File: config.mk
export PLATFORM = sky130hd
export DESIGN_NAME = scpu_fetch_unit_flat
export DESIGN_NICKNAME = d
export VERILOG_FILES = /design/src/rtl/scpu_fetch_unit_if.sv /design/src/rtl/scpu_fetch_unit.sv /design/src/flat_wrapper.sv
export SDC_FILE = /design/constraint.sdc
export NUM_CORES = 1
export LEC_CHECK = 0
export ABC_AREA = 1
export CORE_MARGIN = 2
export CORE_UTILIZATION = 31
export DETAILED_ROUTE_END_ITERATION = 7
export PLACE_DENSITY_LB_ADDON = 0.25
export SKIP_LAST_GASP = 1
export SLEW_MARGIN = 30
export SYNTH_ARGS = -nofsm -noshare
export SYNTH_HDL_FRONTEND = slang
export SYNTH_SLANG_ARGS = --single-unit
File: constraint.sdc
create_clock -name clk -period 2.55 [get_ports clk]
set_clock_uncertainty 0.15 [all_clocks]
set_input_delay 0.3825 -clock clk [delete_from_list [all_inputs] [get_ports clk]]
set_output_delay 0.3825 -clock clk [all_outputs]
set_load 0.01 [all_outputs]
File: src/rtl/scpu_fetch_unit_if.sv
`default_nettype none
// ============================================================================
//  Module   : scpu_fetch_unit_if
//  Brief    : Instruction-memory request/ready port of the fetch stage.
//  Revision : 1.0
// ============================================================================
interface scpu_fetch_unit_if;
    logic        imem_req;
    logic [31:0] imem_addr;
    logic [31:0] imem_rdata;
    logic        imem_ready;

    modport master (
        output imem_req,
        output imem_addr,
        input  imem_rdata,
        input  imem_ready
    );

    modport slave (
        input  imem_req,
        input  imem_addr,
        output imem_rdata,
        output imem_ready
    );
endinterface
`default_nettype wire

File: src/rtl/scpu_fetch_unit.sv
`default_nettype none
// ============================================================================
//  Module   : scpu_fetch_unit
//  Brief    : PC register, handshaked instruction fetch with timeout/retry and
//             next-PC selection for the single-cycle control unit.
//  Revision : 1.0
// ============================================================================
module scpu_fetch_unit #(
    parameter logic [31:0] RESET_PC      = 32'h0000_0000,
    parameter int unsigned FETCH_TIMEOUT = 16
) (
    input  wire logic               clk,
    input  wire logic               rst_n,
    scpu_fetch_unit_if.master       imem,
    input  wire logic [1:0]         Branch,
    input  wire logic [31:0]        jr_target,
    input  wire logic               exec_stall,
    output logic      [31:0]        inst,
    output logic      [5:0]         OPcode,
    output logic      [5:0]         Fun,
    output logic                    inst_valid,
    output logic      [31:0]        pc_out,
    output logic      [31:0]        pc_plus4,
    output logic                    fetch_err,
    output logic                    jr_misalign,
    output logic      [31:0]        retired
);

    localparam int CNT_W = (FETCH_TIMEOUT > 1) ? $clog2(FETCH_TIMEOUT) : 1;
    localparam logic [CNT_W-1:0] c_to_last  = CNT_W'(FETCH_TIMEOUT - 1);
    localparam logic [31:0]      c_reset_pc = {RESET_PC[31:2], 2'b00};

    typedef enum logic [1:0] {
        S_FETCH = 2'd0,
        S_EXEC  = 2'd1,
        S_RETRY = 2'd2
    } state_t;

    state_t           r_state;
    logic [31:0]      r_pc;
    logic [31:0]      r_inst;
    logic [31:0]      r_retired;
    logic [CNT_W-1:0] r_cnt;
    logic             r_req;
    logic             r_valid;
    logic             r_ferr;
    logic             r_jmis;

    logic [31:0]      w_pc_plus4;
    logic [31:0]      w_br_off;
    logic [31:0]      w_next_pc;
    logic             w_jr_mis;

    assign w_pc_plus4 = r_pc + 32'd4;
    assign w_br_off   = {{14{r_inst[15]}}, r_inst[15:0], 2'b00};
    assign w_jr_mis   = (Branch == 2'b11) && (jr_target[1:0] != 2'b00);

    always_comb begin
        w_next_pc = w_pc_plus4;
        case (Branch)
            2'b00:   w_next_pc = w_pc_plus4;
            2'b01:   w_next_pc = w_pc_plus4 + w_br_off;
            2'b10:   w_next_pc = {w_pc_plus4[31:28], r_inst[25:0], 2'b00};
            default: w_next_pc = {jr_target[31:2], 2'b00};
        endcase
    end

    // The request is registered, so the first fetch after reset spends one
    // cycle raising imem_req before the timeout counter starts.
    always_ff @(posedge clk or negedge rst_n) begin
        if (!rst_n) begin
            r_state   <= S_FETCH;
            r_pc      <= c_reset_pc;
            r_inst    <= 32'd0;
            r_retired <= 32'd0;
            r_cnt     <= '0;
            r_req     <= 1'b0;
            r_valid   <= 1'b0;
            r_ferr    <= 1'b0;
            r_jmis    <= 1'b0;
        end else begin
            r_ferr <= 1'b0;
            r_jmis <= 1'b0;
            case (r_state)
                S_FETCH: begin
                    if (!r_req) begin
                        r_req <= 1'b1;
                    end else if (imem.imem_ready) begin
                        r_inst  <= imem.imem_rdata;
                        r_req   <= 1'b0;
                        r_valid <= 1'b1;
                        r_cnt   <= '0;
                        r_state <= S_EXEC;
                    end else if (r_cnt == c_to_last) begin
                        r_ferr  <= 1'b1;
                        r_req   <= 1'b0;
                        r_cnt   <= '0;
                        r_state <= S_RETRY;
                    end else begin
                        r_cnt <= r_cnt + 1'b1;
                    end
                end
                S_RETRY: begin
                    r_req   <= 1'b1;
                    r_state <= S_FETCH;
                end
                S_EXEC: begin
                    if (!exec_stall) begin
                        r_pc      <= w_next_pc;
                        r_retired <= r_retired + 32'd1;
                        r_jmis    <= w_jr_mis;
                        r_valid   <= 1'b0;
                        r_req     <= 1'b1;
                        r_state   <= S_FETCH;
                    end
                end
                default: begin
                    r_req   <= 1'b0;
                    r_valid <= 1'b0;
                    r_cnt   <= '0;
                    r_state <= S_FETCH;
                end
            endcase
        end
    end

    assign imem.imem_req  = r_req;
    assign imem.imem_addr = r_pc;

    assign inst        = r_inst;
    assign OPcode      = r_inst[31:26];
    assign Fun         = r_inst[5:0];
    assign inst_valid  = r_valid;
    assign pc_out      = r_pc;
    assign pc_plus4    = w_pc_plus4;
    assign fetch_err   = r_ferr;
    assign jr_misalign = r_jmis;
    assign retired     = r_retired;

endmodule
`default_nettype wire

File: src/flat_wrapper.sv
// flat-port wrapper written by rule: the top's interface ports become plain ports
module scpu_fetch_unit_flat 
#(
    parameter logic [31:0] RESET_PC      = 32'h0000_0000,
    parameter int unsigned FETCH_TIMEOUT = 16
)
  (clk, rst_n, Branch, jr_target, exec_stall, inst, OPcode, Fun, inst_valid, pc_out, pc_plus4, fetch_err, jr_misalign, retired, imem_imem_req, imem_imem_addr, imem_imem_rdata, imem_imem_ready);
  scpu_fetch_unit_if imem_i ();
  input  wire logic clk;
  input  wire logic rst_n;
  input  wire logic [1:0] Branch;
  input  wire logic [31:0] jr_target;
  input  wire logic exec_stall;
  output logic      [31:0] inst;
  output logic      [5:0] OPcode;
  output logic      [5:0] Fun;
  output logic inst_valid;
  output logic      [31:0] pc_out;
  output logic      [31:0] pc_plus4;
  output logic fetch_err;
  output logic jr_misalign;
  output logic      [31:0] retired;
  output wire logic [$bits(imem_i.imem_req)-1:0] imem_imem_req;
  output wire logic [$bits(imem_i.imem_addr)-1:0] imem_imem_addr;
  input wire logic [$bits(imem_i.imem_rdata)-1:0] imem_imem_rdata;
  input wire logic [$bits(imem_i.imem_ready)-1:0] imem_imem_ready;
  assign imem_imem_req = imem_i.imem_req;
  assign imem_imem_addr = imem_i.imem_addr;
  assign imem_i.imem_rdata = imem_imem_rdata;
  assign imem_i.imem_ready = imem_imem_ready;
  scpu_fetch_unit #(.RESET_PC(RESET_PC), .FETCH_TIMEOUT(FETCH_TIMEOUT)) u_core (.clk(clk), .rst_n(rst_n), .imem(imem_i), .Branch(Branch), .jr_target(jr_target), .exec_stall(exec_stall), .inst(inst), .OPcode(OPcode), .Fun(Fun), .inst_valid(inst_valid), .pc_out(pc_out), .pc_plus4(pc_plus4), .fetch_err(fetch_err), .jr_misalign(jr_misalign), .retired(retired));
endmodule
==> results.txt <==
status: finished, violations left
failing checks: setup timing
CTS root buf: clkbuf_16
CTS clk-pin slew, worst paths: 0.09 ns
wire per inst: 16.9 µm
# setup viols final: 36
reg2reg setup slack: -0.40 ns
CP Cell Sequence: inv_2, nor3_4, nand2_2, nor2_4, buf_6, xor2_4, ha_4, nand2_4, inv_4, a21oi_2, nand3_4, a21oi_1, o21ai_0, nand3_1, nand2_1, o21ai_1
delay of the slowest critical-path stage: 0.42 ns
CTS buffer count: 9
Pins Over Slew Limit: 0
required time of the critical path: 2.69 ns
H-tree Lvls: 3
Synth Instances: 1316
Max-cap violations: 0
first-pass GRT wire length: 53.5 mm
total track usage: 23.7%
vias per cell: 4.77
# IOs: 246
final WL: 36.7 mm
Mean Syn Cell Area: 6.64 µm²
post-placement cell area: 0.0131 mm²
top-count cell post-synth: nand2_1
Finished Cell Area: 0.0156 mm²
antenna viol nets, final: 0
slowest CP cell: dfrtp_2
drt first pass iters: 5
pwr dens: 1350 mW/mm²
yosys warns: 0
initial antenna violation count: 1
LEAKAGE: 7.53 nW
CP Data Arrival Time: 3.09 ns
CP top delay family: simple AND/OR/NAND/NOR gates
Overflow after GRT: 0
post-route setup slack: -0.396 ns
Tmin final: 2.95 ns
Hold Crit Class: input port to asynchronous set/reset pin
Post-synth EDFFs: 0
DRC: 0
clock sinks: 104
Peak VDD IR: 0.000509 V
Async SR Flop Fraction: 100%
Area contributors post-synth: dfrtp_1, nand2_1, inv_1
Worst setup SP type: register
diode count: 0
Initial Util: 31.4%
post-synthesis sequential area ratio: 29.8%
synth cell count leaders: nand2_1, inv_1, nor2_1
ratio of cells with drive above 1 in the final layout: 39.7%
fillers: 2527
die width: 172 µm
nets: 1898
Synth area leader: dfrtp_1
die height: 172 µm
Setup CP Type: register to register
Clock Tree Buf Depth: 2
Area growth syn-to-layout: 78.3%
Crit. End Element: register
Buffers on Ports: 239
GP Congestion: 0.937
final hold violation count: 0
num rows: 61
Mapped Area: 0.00874 mm²
TritonCTS clock tree: built
Core ar.: 0.0278 mm²
final core occ: 56.1%
pre-CTS setup slack: -0.750 ns
period utilization: 116%
post-synth cell types: 43
CP bufs+invs: 3
Main synth FF type: dfrtp_1
via count: 10328
pin count of the biggest net entering global routing: 65
Max Fclk: 339 MHz
die footprint: 0.0295 mm²
clk_lat worst skew: 0.37 ns
unrepaired setup endpoints after global routing: yes
HPWL after detailed placement: 27.7 mm
drt initial violations: 614
Synth top area share: 29.8%
number of global-route vias before repair: 10022
#FFs+latches synth: 104
peak fanout along the critical path: 4
[layer usage]
| metal | routed length [µm] | global-route usage (%) | up-vias |
|---|---|---|---|
| li1 | - | - | 5023 |
| met1 | 15300 | 29.9 | 4883 |
| met2 | 17600 | 39.8 | 343 |
| met3 | 2270 | 4.42 | 77 |
| met4 | 1470 | 9.65 | 2 |
| met5 | 16 | 0 | - |
[final timing paths]
| kind | depth (start not counted) | endpoint | start |
|---|---|---|---|
| setup / recovery | 16 | u_core.imem.imem_addr[13] | u_core.imem.imem_addr[5] |
| max in group asynchronous | 3 | u_core.inst[30] | rst_n |
| setup reg to reg | 16 | u_core.imem.imem_addr[13] | u_core.imem.imem_addr[5] |
| min in group clk | 2 | u_core.retired[31] | u_core.retired[31] |
| hold / removal | 2 | u_core.retired[22] | rst_n |
| hold reg to reg | 2 | u_core.retired[31] | u_core.retired[31] |
[power breakdown]
part / switching [W] / internal, W
clock network: 0.000782 / 0.000697
logic: 0.00847 / 0.00813
registers: 0.000735 / 0.00224
[area by class of cell]
| class | count | area, µm² | share of cell area [%] |
|---|---|---|---|
| clock buffers | 9 | 225 | 1.45 |
| clock inverters | 7 | 76.3 | 0.490 |
| inverters | 192 | 736 | 4.72 |
| multi-input cells | 957 | 6790 | 43.6 |
| flip-flops and latches | 104 | 2620 | 16.8 |
| well taps | 378 | 473 | 3.04 |
| repair buffers | 520 | 4660 | 29.9 |
[kinds of logic (layout without fill, tap and decap cells)]
logic type	count (synthesis)	after routing	synth area share (%)
simple gates	719	719	34.9
buf+inv	260	728	13.2
compound gates	112	112	7.12
flops	104	104	29.8
xor+xnor	46	46	4.61
fa+ha+maj	44	44	6.39
mux	30	30	3.87
other cells	1	6	0.0429
[what timing repair did]
item                       in CTS  in global routing
setup endpoints to repair      54                 50
cloned                          0                  0
hold buffers                    1                  0
hold endpoints to repair      104                  0
pin swaps                      80                152
resized for setup             248                236
setup buffers                  42                 27
[sequential cells by signal (all words and copies together), names as in the netlist]
name,flops
u_core.imem.imem_addr,30
u_core.inst_valid,1
u_core.fetch_err,1
u_core.jr_misalign,1
u_core.r_state,2
u_core.imem.imem_req,1
u_core.retired,32
u_core.inst,32
u_core.r_cnt,4
[through the flow]
step / cells / hold slack, ns / TNS (ns) / power (W)
6_report: 2167 / 0.184 / -7.90 / 0.0211
5_1_grt: 2167 / 0.198 / -12.55 / 0.0224
4_1_cts: 2143 / 0.170 / -6.67 / 0.0188
3_5_place_dp: 2085 / 0.0373 / -13.82 / 0.0157
3_3_place_gp: 2085 / 0.0376 / -13.05 / 0.0156
2_1_floorplan: 1321 / -0.0631 / -0.229 / 0.00918
[placed cells by master (no fill, tap or decap), types with 8 or more instances in the layout]
| cell type | count |
|---|---|
| inv_2 | 29 |
| buf_6 | 40 |
| nor3_1 | 12 |
| nor2_1 | 75 |
| nand4_1 | 19 |
| o21ai_1 | 10 |
| buf_4 | 241 |
| dfrtp_2 | 16 |
| a21oi_1 | 16 |
| ha_4 | 29 |
| clkbuf_16 | 9 |
| nand3_1 | 47 |
| nor2_4 | 41 |
| o21ai_0 | 35 |
| xor2_1 | 27 |
| inv_1 | 157 |
| nor2_2 | 33 |
| mux2_2 | 30 |
| dlygate4sd2_1 | 11 |
| clkdlybuf4s50_1 | 210 |
| dfrtp_1 | 88 |
| nand2_1 | 317 |
| nand2_2 | 85 |
| nand2_4 | 31 |
| a21oi_2 | 19 |
| nand3_4 | 9 |
| xor2_4 | 8 |
| nand3_2 | 26 |
| ha_1 | 14 |
(Power assumes the default switching activity.)
